### config.mk
export PLATFORM = sky130hd
export DESIGN_NAME = seq_mult_flat
export DESIGN_NICKNAME = d
export VERILOG_FILES = /design/src/rtl/seq_mult_pkg.sv /design/src/rtl/seq_mult_if.sv /design/src/rtl/seq_mult_addn.sv /design/src/rtl/seq_mult.sv /design/src/flat_wrapper.sv
export SDC_FILE = /design/constraint.sdc
export NUM_CORES = 1
export LEC_CHECK = 0
export ABC_AREA = 1
export BUFFER_PORTS_ARGS = -buffer_cell sky130_fd_sc_hd__buf_2
export CORE_MARGIN = 4
export CORE_UTILIZATION = 30
export CTS_BUF_LIST = sky130_fd_sc_hd__clkbuf_8
export CTS_CLUSTER_SIZE = 40
export DETAILED_ROUTE_END_ITERATION = 16
export PLACE_DENSITY = 0.57
export SLEW_MARGIN = 15
export SYNTH_ARGS = -nofsm -noshare
export SYNTH_HDL_FRONTEND = slang
export SYNTH_SLANG_ARGS = --single-unit
### constraint.sdc
create_clock -name clk -period 18.83 [get_ports clk]
set_input_delay 1.883 -clock clk [delete_from_list [all_inputs] [get_ports clk]]
set_output_delay 1.883 -clock clk [all_outputs]
set_load 0.03 [all_outputs]
### src/rtl/seq_mult_pkg.sv
// Shared state encoding for the sequential shift-add multiplier.
package seq_mult_pkg;
    typedef enum logic [1:0] {
        ST_IDLE = 2'd0,
        ST_RUN  = 2'd1,
        ST_DONE = 2'd2
    } state_e;
endpackage

### src/rtl/seq_mult_if.sv
// Start/busy/done handshake and operand/product bus for seq_mult.
interface seq_mult_if #(parameter int WIDTH = 16);
    logic                 start;
    logic [WIDTH-1:0]     a;
    logic [WIDTH-1:0]     b;
    logic                 busy;
    logic                 done;
    logic [2*WIDTH-1:0]   product;

    modport master (output start, a, b, input busy, done, product);
    modport slave  (input start, a, b, output busy, done, product);
endinterface

### src/rtl/seq_mult_addn.sv
// Ripple-carry adder built from full-adder cells; carry-out is dropped.
module fa (
    input  logic a_i,
    input  logic b_i,
    input  logic c_i,
    output logic s_o,
    output logic c_o
);
    assign s_o = a_i ^ b_i ^ c_i;
    assign c_o = (a_i & b_i) | (c_i & (a_i ^ b_i));
endmodule

module addn #(parameter int WIDTH = 16) (
    input  logic [WIDTH-1:0] a_i,
    input  logic [WIDTH-1:0] b_i,
    output logic [WIDTH-1:0] sum_o
);
    logic [WIDTH-1:0] c;

    assign c[0] = 1'b0;

    // The MSB needs no carry-out, so it is a bare XOR instead of a full cell.
    for (genvar i = 0; i < WIDTH; i++) begin : g_bit
        if (i < WIDTH-1) begin : g_fa
            fa u_fa (.a_i(a_i[i]), .b_i(b_i[i]), .c_i(c[i]), .s_o(sum_o[i]), .c_o(c[i+1]));
        end else begin : g_msb
            assign sum_o[i] = a_i[i] ^ b_i[i] ^ c[i];
        end
    end
endmodule

### src/rtl/seq_mult.sv
// WIDTH-bit sequential shift-add multiplier, fixed WIDTH-cycle latency,
// optional two's-complement mode via sign-magnitude conversion.
module seq_mult
    import seq_mult_pkg::*;
#(
    parameter int WIDTH  = 16,
    parameter int SIGNED = 0
) (
    input  logic     clk,
    input  logic     rst_n,
    seq_mult_if.slave bus
);
    localparam int PW = 2*WIDTH;
    localparam int CW = $clog2(WIDTH+1);

    state_e          state_q;
    logic [PW-1:0]   acc_q, mcand_q, product_q;
    logic [WIDTH-1:0] mplier_q;
    logic [CW-1:0]   count_q;
    logic            neg_q, busy_q, done_q;

    logic [WIDTH-1:0] mag_a, mag_b;
    logic [PW-1:0]    sum, acc_d, product_d;

    addn #(.WIDTH(PW)) u_add (.a_i(acc_q), .b_i(mcand_q), .sum_o(sum));

    always_comb begin
        mag_a = bus.a;
        mag_b = bus.b;
        if (SIGNED != 0) begin
            if (bus.a[WIDTH-1]) mag_a = -bus.a;
            if (bus.b[WIDTH-1]) mag_b = -bus.b;
        end
        acc_d     = mplier_q[0] ? sum : acc_q;
        product_d = neg_q ? -acc_d : acc_d;
    end

    always_ff @(posedge clk) begin
        if (!rst_n) begin
            state_q   <= ST_IDLE;
            acc_q     <= '0;
            mcand_q   <= '0;
            mplier_q  <= '0;
            count_q   <= '0;
            neg_q     <= 1'b0;
            busy_q    <= 1'b0;
            done_q    <= 1'b0;
            product_q <= '0;
        end else begin
            case (state_q)
                ST_IDLE: begin
                    done_q <= 1'b0;
                    if (bus.start) begin
                        acc_q    <= '0;
                        mcand_q  <= {{WIDTH{1'b0}}, mag_a};
                        mplier_q <= mag_b;
                        count_q  <= CW'(WIDTH);
                        neg_q    <= (SIGNED != 0) ? (bus.a[WIDTH-1] ^ bus.b[WIDTH-1]) : 1'b0;
                        busy_q   <= 1'b1;
                        state_q  <= ST_RUN;
                    end
                end
                ST_RUN: begin
                    acc_q    <= acc_d;
                    mcand_q  <= mcand_q << 1;
                    mplier_q <= mplier_q >> 1;
                    count_q  <= count_q - CW'(1);
                    // Product captures the final partial sum on this edge.
                    if (count_q == CW'(1)) begin
                        product_q <= product_d;
                        busy_q    <= 1'b0;
                        done_q    <= 1'b1;
                        state_q   <= ST_DONE;
                    end
                end
                ST_DONE: begin
                    done_q  <= 1'b0;
                    state_q <= ST_IDLE;
                end
                default: begin
                    busy_q  <= 1'b0;
                    done_q  <= 1'b0;
                    state_q <= ST_IDLE;
                end
            endcase
        end
    end

    assign bus.busy    = busy_q;
    assign bus.done    = done_q;
    assign bus.product = product_q;
endmodule

### src/flat_wrapper.sv
// flat-port wrapper written by rule: the top's interface ports become plain ports
module seq_mult_flat import seq_mult_pkg::*;
#(
    parameter int WIDTH  = 16,
    parameter int SIGNED = 0
)
  (clk, rst_n, bus_start, bus_a, bus_b, bus_busy, bus_done, bus_product);
  seq_mult_if #(.WIDTH(WIDTH)) bus_i ();
  input  logic clk;
  input  logic rst_n;
  input wire logic [$bits(bus_i.start)-1:0] bus_start;
  input wire logic [$bits(bus_i.a)-1:0] bus_a;
  input wire logic [$bits(bus_i.b)-1:0] bus_b;
  output wire logic [$bits(bus_i.busy)-1:0] bus_busy;
  output wire logic [$bits(bus_i.done)-1:0] bus_done;
  output wire logic [$bits(bus_i.product)-1:0] bus_product;
  assign bus_i.start = bus_start;
  assign bus_i.a = bus_a;
  assign bus_i.b = bus_b;
  assign bus_busy = bus_i.busy;
  assign bus_done = bus_i.done;
  assign bus_product = bus_i.product;
  seq_mult #(.WIDTH(WIDTH), .SIGNED(SIGNED)) u_core (.clk(clk), .rst_n(rst_n), .bus(bus_i));
endmodule
==> impl_metrics.sql <==
INSERT INTO impl_metrics (metric_group, metric, value, unit) VALUES
('detailed_routing', 'drt_pass1_iterations', '7', ''),
('global_route', 'top_usage_layer', 'met2', ''),
('global_route', 'grt_pass1_wl', '22300', 'um'),
('yosys', 'netlist_top_cells_area', 'dfxtp_1, nand2_1, fa_1', ''),
('placement', 'detailed_place_hpwl', '8670', 'um'),
('yosys', 'synthXorXnorAreaFrac', '0', ''),
('cells_and_area', 'final_cell_mix', 'nand2_1, dfxtp_1, buf_2, nor2_1, o21ai_0', ''),
('clock_tree', 'cts.clk_slew.worst_paths', '0.07', 'ns'),
('detailed_routing', 'drt_drc_violations_left', '0', ''),
('setup_path', 'worstSetupPathDepth', '40', ''),
('yosys', 'netlist.top_cell.by_area', 'dfxtp_1', ''),
('cells_and_area', 'layout_cell_share_with_drive_strength_beyond_1', '0.163', ''),
('die', 'design.core.area', '0.0180', 'mm2'),
('sta', 'min_period_over_period', '0.757', ''),
('cells_and_area', 'seqCellArea', '0.00242', 'mm2'),
('clock_tree', 'cts_tree', 'yes', ''),
('sta', 'skew', '0.00916', 'ns'),
('cells_and_area', 'fin_nets', '791', ''),
('die', 'initial_core_util', '0.306', ''),
('die', 'rows', '49', ''),
('sta', 'hold_viol', '0', ''),
('detailed_routing', 'detail_route.wl_per_cell', '14.1', 'um'),
('min_path', 'whs_path_depth', '2', ''),
('global_route', 'globalRouteOverflowTotal', '0', ''),
('global_route', 'grt_util_met3', '0.0389', ''),
('pwr', 'irDropWorstVdd', '0.0000436', 'V'),
('placement', 'dpl.cell_count', '933', ''),
('yosys', 'post_synthesis_net_count', '743', ''),
('yosys', 'synth-compound-area-share', '0.140', ''),
('pwr', 'powerDensity', '89.4', 'mW/mm2'),
('die', 'num_io_pins', '69', ''),
('clock_tree', 'holdBufCountCts', '0', ''),
('die', 'fp.dieW', '144', 'um'),
('die', 'die_height', '144', 'um'),
('setup_path', 'crit_path_top_cell_by_count', 'fa_1', ''),
('run_status', 'run_status', 'completed', ''),
('yosys', 'share_of_the_yosys_chip_area_belonging_to_registers', '0.439', ''),
('yosys', 'synth.mux.area_fraction', '0.0199', ''),
('clock_tree', 'cts-buffers-inserted', '17', ''),
('yosys', 'ys_warn_count', '0', ''),
('setup_path', 'rr_worst_depth', '40', ''),
('setup_path', 'timing.rr.start', 'u_core.mcand_q[0]', ''),
('setup_path', 'worstSetupPathType', 'register to register', ''),
('min_path', 'hold_crit_endpoint', 'u_core.bus.done', ''),
('yosys', 'synth_top_area_frac', '0.439', ''),
('sta', 'fin_setup_tns', '0', 'ns'),
('clock_tree', 'cts_max_path_buffers', '2', ''),
('detailed_routing', 'detail-route-antenna-nets', '0', ''),
('cells_and_area', 'total_area_of_multi_input_combinational_cells', '0.00271', 'mm2'),
('setup_path', 'worstSetupStartpoint', 'u_core.mcand_q[0]', ''),
('min_path', 'timing.hold.worst.class', 'register to register', ''),
('global_route', 'track_usage', '0.138', ''),
('cells_and_area', 'layout.cells.most_common', 'nand2_1', ''),
('run', 'cap_viol_max_count', '0', ''),
('min_path', 'hold_path_startpoint', 'u_core.bus.done', ''),
('setup_path', 'critical_path.startpoint_type', 'register', ''),
('setup_path', 'worst_path_largest_cell_delay', '0.48', 'ns'),
('sta', 'setup_viol', '0', ''),
('sta', 'fmaxAchievable', '0.0701', 'GHz'),
('setup_path', 'worst_ep_required_time', '19.19', 'ns'),
('sta', 'worst_pin_slew', '1.09', 'ns'),
('yosys', 'synth_top_family_by_area', 'simple AND/OR/NAND/NOR gates', ''),
('setup_path', 'critPathBufInv', '3', ''),
('setup_path', 'crit_fanout', '3', ''),
('global_route', 'grt_util_met1', '0.189', ''),
('detailed_routing', 'route.vias.total', '4526', ''),
('global_route', 'antenna_violations_before_repair', '0', ''),
('sta', 'report.final.slew_viol_count', '0', ''),
('global_route', 'grt_max_degree', '63', ''),
('detailed_routing', 'drt-initial-drc-count', '247', ''),
('clock_tree', 'clk_latency', '0.43', 'ns');
stage by stage:
stage	total power, mW	area, um2	util	setup slack (ns)	hold slack, ns
final	0.566	6330	0.351	4.57	0.447
after detailed placement	0.341	5940	0.330	4.50	0.441
after global routing	0.595	6330	0.351	3.86	0.472
after floorplan	0.323	5520	-	4.95	0.440
after CTS	0.574	6330	0.351	4.45	0.451
after global placement	0.341	5940	0.330	4.52	0.437
registers in the layout, indices dropped and copies added (netlist names):
name,count
u_core.mcand_q,32
u_core.acc_q,32
u_core.mplier_q,16
u_core.count_q,5
u_core.bus.done,1
u_core.state_q,2
u_core.bus.product,32
u_core.bus.busy,1
how the worst max path moves through the flow:
stage                                        end  slack, ns
after global routing            u_core.acc_q[31]       3.86
after floorplan           u_core.bus.product[31]       4.95
after global placement          u_core.acc_q[31]       4.52
after CTS                       u_core.acc_q[31]       4.45
final                           u_core.acc_q[31]       4.57
after detailed placement        u_core.acc_q[31]       4.50
report_power, final:
| part | switching, mW | internal (mW) | total, mW |
|---|---|---|---|
| Clock | 0.103 | 0.129 | 0.232 |
| Combinational | 0.0434 | 0.0186 | 0.0620 |
| Sequential | 0.00693 | 0.265 | 0.272 |
| Total | 0.153 | 0.413 | 0.566 |
routing by layer:
metal	part of all wire	wire, um
met5	0	0
met2	0.46	6210
met1	0.49	6620
met3	0.042	568
met4	0.013	180
tightest hold or removal path: cells and delay by family (launching register included):
| family | cells | cell delay, ns |
|---|---|---|
| flops | 1 | 0.31 |
| buf+inv | 1 | 0.04 |
| compound gates | 1 | 0.05 |
cell families (layout without fill, tap and decap cells):
logic type / Yosys count / after routing
buf+inv: 84 / 145
fa+ha+maj: 33 / 33
compound gates: 133 / 133
mux: 11 / 11
simple gates: 293 / 293
flops: 121 / 121
synth_stat cells:
master / instances
nand2_1: 202
dfxtp_1: 121
nor2_1: 48
o21ai_0: 46
inv_1: 35
a21oi_1: 30
fa_1: 30
nand3_1: 29
buf_2: 22
a31oi_1: 14
mux2i_1: 11
o211ai_1: 11
clkbuf_1: 10
a22oi_1: 9
o21ai_1: 9
o32ai_1: 8
or2_2: 8
buf_6: 6
inv_2: 6
o22ai_1: 6
buf_1: 4
ha_1: 3
nand2_2: 2
buf_4: 1
nand3_2: 1
nand4_1: 1
nor2_2: 1
nor2_8: 1
area by class of cell:
class                           instances  share of cell area
Inverter                               41              0.0243
Sequential cell                       121               0.382
Multi-Input combinational cell        470               0.427
Clock inverter                         11              0.0164
Clock buffer                           21              0.0456
Tap cell                              229              0.0452
Timing Repair Buffer                   72              0.0585
Note: power is estimated with default switching activity, not from simulation.
